<file path="config.mk">
export PLATFORM = sky130hd
export DESIGN_NAME = ama_riscv_pipe_ctrl
export DESIGN_NICKNAME = d
export VERILOG_FILES = /design/src/rtl/ama_riscv_defines.sv /design/src/rtl/ama_riscv_perf_cnt.sv /design/src/rtl/ama_riscv_pipe_ctrl.sv
export SDC_FILE = /design/constraint.sdc
export NUM_CORES = 1
export LEC_CHECK = 0
export ABC_AREA = 1
export ABC_CLOCK_PERIOD_IN_PS = 1290
export CORE_MARGIN = 8
export CORE_UTILIZATION = 28
export CTS_CLUSTER_DIAMETER = 200
export DETAILED_ROUTE_END_ITERATION = 10
export PLACE_DENSITY = 0.8
export RECOVER_POWER = 100
export SLEW_MARGIN = 0
export SYNTH_ARGS = -nofsm -noshare
export SYNTH_HDL_FRONTEND = slang
export SYNTH_HIERARCHICAL = 1
export SYNTH_SLANG_ARGS = --single-unit
</file>
<file path="constraint.sdc">
create_clock -name i_clk -period 1.29 [get_ports i_clk]
set_input_delay 0.258 -clock i_clk [delete_from_list [all_inputs] [get_ports i_clk]]
set_output_delay 0.258 -clock i_clk [all_outputs]
set_load 0.05 [all_outputs]
</file>
<file path="src/rtl/ama_riscv_defines.sv">
// Shared core definitions: per-stage register controls and pipeline sequencer state.
package ama_riscv_defines;

  typedef struct packed {
    logic en;
    logic bubble;
  } stage_ctrl_t;

  typedef enum logic [1:0] {
    PC_RUN    = 2'd0,
    PC_DRAIN  = 2'd1,
    PC_HALTED = 2'd2
  } pipe_ctrl_state_t;

  // Cycles from halt request in exe until the halting instruction has retired
  localparam logic [1:0] PIPE_DRAIN_CYCLES = 2'd3;

  function automatic stage_ctrl_t stage_ctrl(input logic en, input logic bubble);
    stage_ctrl_t c;
    c.en     = en;
    c.bubble = bubble;
    return c;
  endfunction

endpackage

</file>
<file path="src/rtl/ama_riscv_perf_cnt.sv">
// 32-bit event counter: increments on each cycle i_inc is high, wraps modulo 2^32.
module ama_riscv_perf_cnt (
  input  logic        i_clk,
  input  logic        i_rst_n,
  input  logic        i_inc,
  output logic [31:0] o_cnt
);

  logic [31:0] r_cnt;

  always_ff @(posedge i_clk or negedge i_rst_n) begin
    if (!i_rst_n) r_cnt <= '0;
    else if (i_inc) r_cnt <= r_cnt + 32'd1;
  end

  assign o_cnt = r_cnt;

endmodule

</file>
<file path="src/rtl/ama_riscv_pipe_ctrl.sv">
// Pipeline sequencer: maps stall/flush/halt sources onto per-stage enables and bubbles.
// Optional performance counters are built when PIPE_CTRL_PERF_EN is defined.
module ama_riscv_pipe_ctrl
  import ama_riscv_defines::*;
(
  input  logic        i_clk,
  input  logic        i_rst_n,
  input  logic        i_imem_valid,
  input  logic        i_dc_stalled,
  input  logic        i_load_use,
  input  logic        i_mispredict_mem,
  input  logic        i_halt_req_exe,
  output logic        o_fe_en,
  output logic        o_fe_redirect,
  output stage_ctrl_t o_ctrl_dec_exe,
  output stage_ctrl_t o_ctrl_exe_mem,
  output stage_ctrl_t o_ctrl_mem_wbk,
  output stage_ctrl_t o_ctrl_wbk_ret,
  output logic        o_halted,
  output logic [31:0] o_perf_dc_stall,
  output logic [31:0] o_perf_load_use,
  output logic [31:0] o_perf_flush
);

  pipe_ctrl_state_t r_state;
  logic             r_run;
  logic [1:0]       r_drain_cnt;
  logic             w_run_act;
  logic             w_halt_act;

  assign w_run_act  = r_run && (r_state == PC_RUN) && !i_dc_stalled;
  // A halt request is only honoured when no older event claims the cycle
  assign w_halt_act = w_run_act && !i_mispredict_mem && !i_load_use && i_halt_req_exe;

  always_ff @(posedge i_clk or negedge i_rst_n) begin
    if (!i_rst_n) begin
      r_run       <= 1'b0;
      r_state     <= PC_RUN;
      r_drain_cnt <= 2'd0;
    end else begin
      r_run <= 1'b1;
      if (w_halt_act) begin
        r_state     <= PC_DRAIN;
        r_drain_cnt <= PIPE_DRAIN_CYCLES;
      end else if (r_run && (r_state == PC_DRAIN) && !i_dc_stalled) begin
        r_drain_cnt <= r_drain_cnt - 2'd1;
        if (r_drain_cnt == 2'd1) r_state <= PC_HALTED;
      end
    end
  end

  always_comb begin
    o_fe_en        = 1'b0;
    o_fe_redirect  = 1'b0;
    o_ctrl_dec_exe = stage_ctrl(1'b0, 1'b1);
    o_ctrl_exe_mem = stage_ctrl(1'b0, 1'b1);
    o_ctrl_mem_wbk = stage_ctrl(1'b0, 1'b1);
    o_ctrl_wbk_ret = stage_ctrl(1'b0, 1'b1);
    if (r_run) begin
      o_ctrl_dec_exe = stage_ctrl(1'b0, 1'b0);
      o_ctrl_exe_mem = stage_ctrl(1'b0, 1'b0);
      o_ctrl_mem_wbk = stage_ctrl(1'b0, 1'b0);
      o_ctrl_wbk_ret = stage_ctrl(1'b0, 1'b0);
      unique case (r_state)
        PC_RUN: begin
          if (!i_dc_stalled) begin
            o_ctrl_dec_exe.en = 1'b1;
            o_ctrl_exe_mem.en = 1'b1;
            o_ctrl_mem_wbk.en = 1'b1;
            o_ctrl_wbk_ret.en = 1'b1;
            if (i_mispredict_mem) begin
              o_fe_en               = 1'b1;
              o_fe_redirect         = 1'b1;
              o_ctrl_dec_exe.bubble = 1'b1;
              o_ctrl_exe_mem.bubble = 1'b1;
            end else if (i_load_use) begin
              o_ctrl_dec_exe.bubble = 1'b1;
            end else begin
              o_fe_en               = 1'b1;
              o_ctrl_dec_exe.bubble = !i_imem_valid;
            end
          end
        end
        PC_DRAIN: begin
          o_ctrl_dec_exe.bubble = 1'b1;
          if (!i_dc_stalled) begin
            o_ctrl_dec_exe.en = 1'b1;
            o_ctrl_exe_mem.en = 1'b1;
            o_ctrl_mem_wbk.en = 1'b1;
            o_ctrl_wbk_ret.en = 1'b1;
          end
        end
        PC_HALTED: ;
        default: ;
      endcase
    end
  end

  assign o_halted = r_run && (r_state == PC_HALTED);

`ifdef PIPE_CTRL_PERF_EN
  logic w_stall_evt;
  logic w_lu_evt;
  logic w_flush_evt;

  assign w_stall_evt = r_run && i_dc_stalled;
  assign w_flush_evt = w_run_act && i_mispredict_mem;
  assign w_lu_evt    = w_run_act && !i_mispredict_mem && i_load_use;

  ama_riscv_perf_cnt u_cnt_dc_stall (
    .i_clk   (i_clk),
    .i_rst_n (i_rst_n),
    .i_inc   (w_stall_evt),
    .o_cnt   (o_perf_dc_stall)
  );

  ama_riscv_perf_cnt u_cnt_load_use (
    .i_clk   (i_clk),
    .i_rst_n (i_rst_n),
    .i_inc   (w_lu_evt),
    .o_cnt   (o_perf_load_use)
  );

  ama_riscv_perf_cnt u_cnt_flush (
    .i_clk   (i_clk),
    .i_rst_n (i_rst_n),
    .i_inc   (w_flush_evt),
    .o_cnt   (o_perf_flush)
  );
`else
  assign o_perf_dc_stall = 32'd0;
  assign o_perf_load_use = 32'd0;
  assign o_perf_flush    = 32'd0;
`endif

endmodule

</file>
==> run_results.csv <==
group,metric,value,unit
floorplan,core_area,0.00363,mm²
place,port_buffers,17,
grt,antenna_found_initial,0,
power_and_ir_drop,p_int,425,µW
logic_synthesis,synth-edff-count,0,
drt,num_vias,626,
cts,cts.sinks,5,
critical_path,timing.critical_path.slowest_stage_cell,"dfrtp_1",
logic_synthesis,synth.distinct_cells,19,
critical_path,end_kind,"output pin",
power_and_ir_drop,pwr-share-clk,24.6,%
critical_path,cp.required,1.03,ns
cells_and_area,antennaDiodeCount,0,
sta,fin_setup_tns,-1.80,ns
critical_path,path_cells,"inv_2 -> nand2_4 -> nor2_4 -> nand2_4 -> a21oi_4 -> buf_12",
floorplan,dieHeight,77.3,µm
place,finalWeightedCongestion,0.812,
floorplan,initial_core_util,28.9,%
sta,rsz0062_at_grt,"true",
power_and_ir_drop,p_leak,0.695,nW
critical_path,worstSetupPathType,"flip-flop to output pin",
critical_path,worstReg2RegStart,"r_state[1]",
power_and_ir_drop,sw_frac_of_total,64.0,%
sta,maxSlewViolCount,0,
sta,max_freq,656,MHz
cts,cts_tree,"yes",
critical_path,critical_path.top_delay_family,"flip-flops",
sta,setup_viol,12,
drt,drc_errors,0,
power_and_ir_drop,total_power,1.18,mW
power_and_ir_drop,pwr-share-comb,61.7,%
sta,fin_crit,1.52,ns
drt,viasPerCell,2.88,
grt,grt_pass1_vias,710,
cells_and_area,finalNonFillerCells,217,
logic_synthesis,synth_ff_type,"dfrtp_1",
floorplan,rows,22,
sta,fin_skew,0.000503,ns
drt,drt_iter0_drc,3,
power_and_ir_drop,irDropWorstVdd,0.495,mV
cts,root_buffer,"clkbuf_8",
critical_path,crit_start,"r_state[1]",
floorplan,ios,114,
cts,cts_max_level,1,
sta,period_share,118,%
run_status,violations,"negative setup slack",
drt,drt-pass1-iter-count,2,
place,pre_cts_ws,-0.329,ns
floorplan,dieArea,0.00597,mm²
cells_and_area,drive_above_1_share,28.4,%
sta,hold_viol,0,
place,place_inst,209,
drt,routedWlPerCell,10.4,µm
critical_path,crit_path_frequent_cell,"nand2_4",
logic_synthesis,synth_seq_cells,5,
sta,layout_setup_ws,-0.233,ns
grt,grtUsageTotal,6.91,%
floorplan,die_w,77.3,µm
drt,antenna_left,0,
cells_and_area,syn_to_final_growth,18.5,%
critical_path,start_kind,"flip-flop",
critical_path,worstPathMaxFanout,3,
critical_path,crit_arrival,1.27,ns
logic_synthesis,synth_warnings,6,
cells_and_area,layout_common_cells,"conb_1 (97), buf_4 (11), buf_12 (10)",
power_and_ir_drop,power.switching,756,µW
grt,grt_pass1_wl,3.43,mm
logic_synthesis,yosysSeqAreaShare,11.9,%
critical_path,critPathMaxStageDelay,0.40,ns
logic_synthesis,syn_avg_cell_area,7.56,µm²
logic_synthesis,netlist_area,0.00105,mm²
min_path,hp-class,"input port to async pin",
logic_synthesis,synthArstFlopShare,100,%
drt,wl,2.25,mm
cts,cts_made_buffers,3,
power_and_ir_drop,pwr-share-seq,13.6,%
run,cap_viol_max_count,0,
run_status,status,"finished with violations",
cells_and_area,final_nets,178,
cts,cts_buffer_depth,2,
cells_and_area,final_core_util,34.3,%
place,dp_hpwl,2.04,mm
critical_path,path_buf_inv,2,
cts,clk_pin_slew,0.04,ns
cts,insertion_delay,0.22,ns
logic_synthesis,syn_inst,139,
grt,grt_max_degree,6,
power_and_ir_drop,p_per_area,949,mW/mm²
grt,grt-ovfl-total,0,
cells_and_area,final_common_cell,"conb_1",
through the flow:
stage	hold WS, ns	cell area [µm²]
2_1_floorplan	-0.0376	1450
3_3_place_gp	0.473	1110
3_5_place_dp	0.488	1110
4_1_cts	0.270	1210
5_1_grt	0.356	1240
6_report	0.336	1240
layout make-up:
type | count | area [µm²]
Fill cell | 408 | 2390
Timing Repair Buffer | 30 | 387
Clock buffer | 4 | 45.0
Inverter | 7 | 28.8
Sequential cell | 5 | 126
Tap cell | 48 | 60.1
Multi-Input combinational cell | 123 | 598
cells by family (layout without fill, tap and decap cells):
kind of cell	count (synthesis)	count (layout)	share of synthesized area, %
buf+inv	106	41	73.2
simple gates	18	18	8.09
compound gates	7	7	4.88
flops	5	5	11.9
other cells	2	97	0.715
fa+ha+maj	1	1	1.19
power by group through the flow:
| stage | combinational, mW | clock [mW] | sequential [mW] |
|---|---|---|---|
| final | 0.729 | 0.291 | 0.161 |
| after global routing | 0.753 | 0.304 | 0.161 |
| after CTS | 0.718 | 0.297 | 0.161 |
| after detailed placement | 0.711 | 0 | 0.163 |
| after global placement | 0.710 | 0 | 0.163 |
| after floorplan | 0.872 | 0 | 0.164 |
state kept, by name, indices dropped and copies added, names as in the netlist:
signal       count
r_drain_cnt      2
r_run            1
r_state          2
worst paths after layout:
check / end / slack, ns / cells after the start
max in group asynchronous: r_state[0] / 0.74 / 1
min in group i_clk: r_drain_cnt[0] / 0.49 / 1
max: o_fe_en / -0.23 / 6
min reg2reg: r_drain_cnt[0] / 0.49 / 1
max reg2reg: r_drain_cnt[1] / -0.06 / 9
min: r_drain_cnt[0] / 0.34 / 1
synthesized netlist by cell type, types with 2 or more instances:
master / n / area share (%)
nor2_1: 6 / 2.1
inv_1: 6 / 2.1
buf_4: 99 / 71
a21oi_2: 2 / 1.7
nand2_1: 6 / 2.1
conb_1: 2 / 0.71
dfrtp_1: 5 / 12
nand2_2: 2 / 1.2
repair_timing:
action                                 in CTS  in global routing
resized for setup                          13                  8
endpoints found under the hold margin       0                  0
setup buffers                               3                  1
hold buffers                                0                  0
pin swaps                                   5                  3
setup endpoints to repair                   9                 13
metal layers:
metal  share of wire, %  global-route usage (%)  vias up
li1                   -                       -      286
met1                 32                    6.13      278
met2                 51                    11.3       58
met3                 15                    4.90        4
met4                1.6                    3.96        0
met5                  0                       0        -
Power figures use the tool's default switching activity.
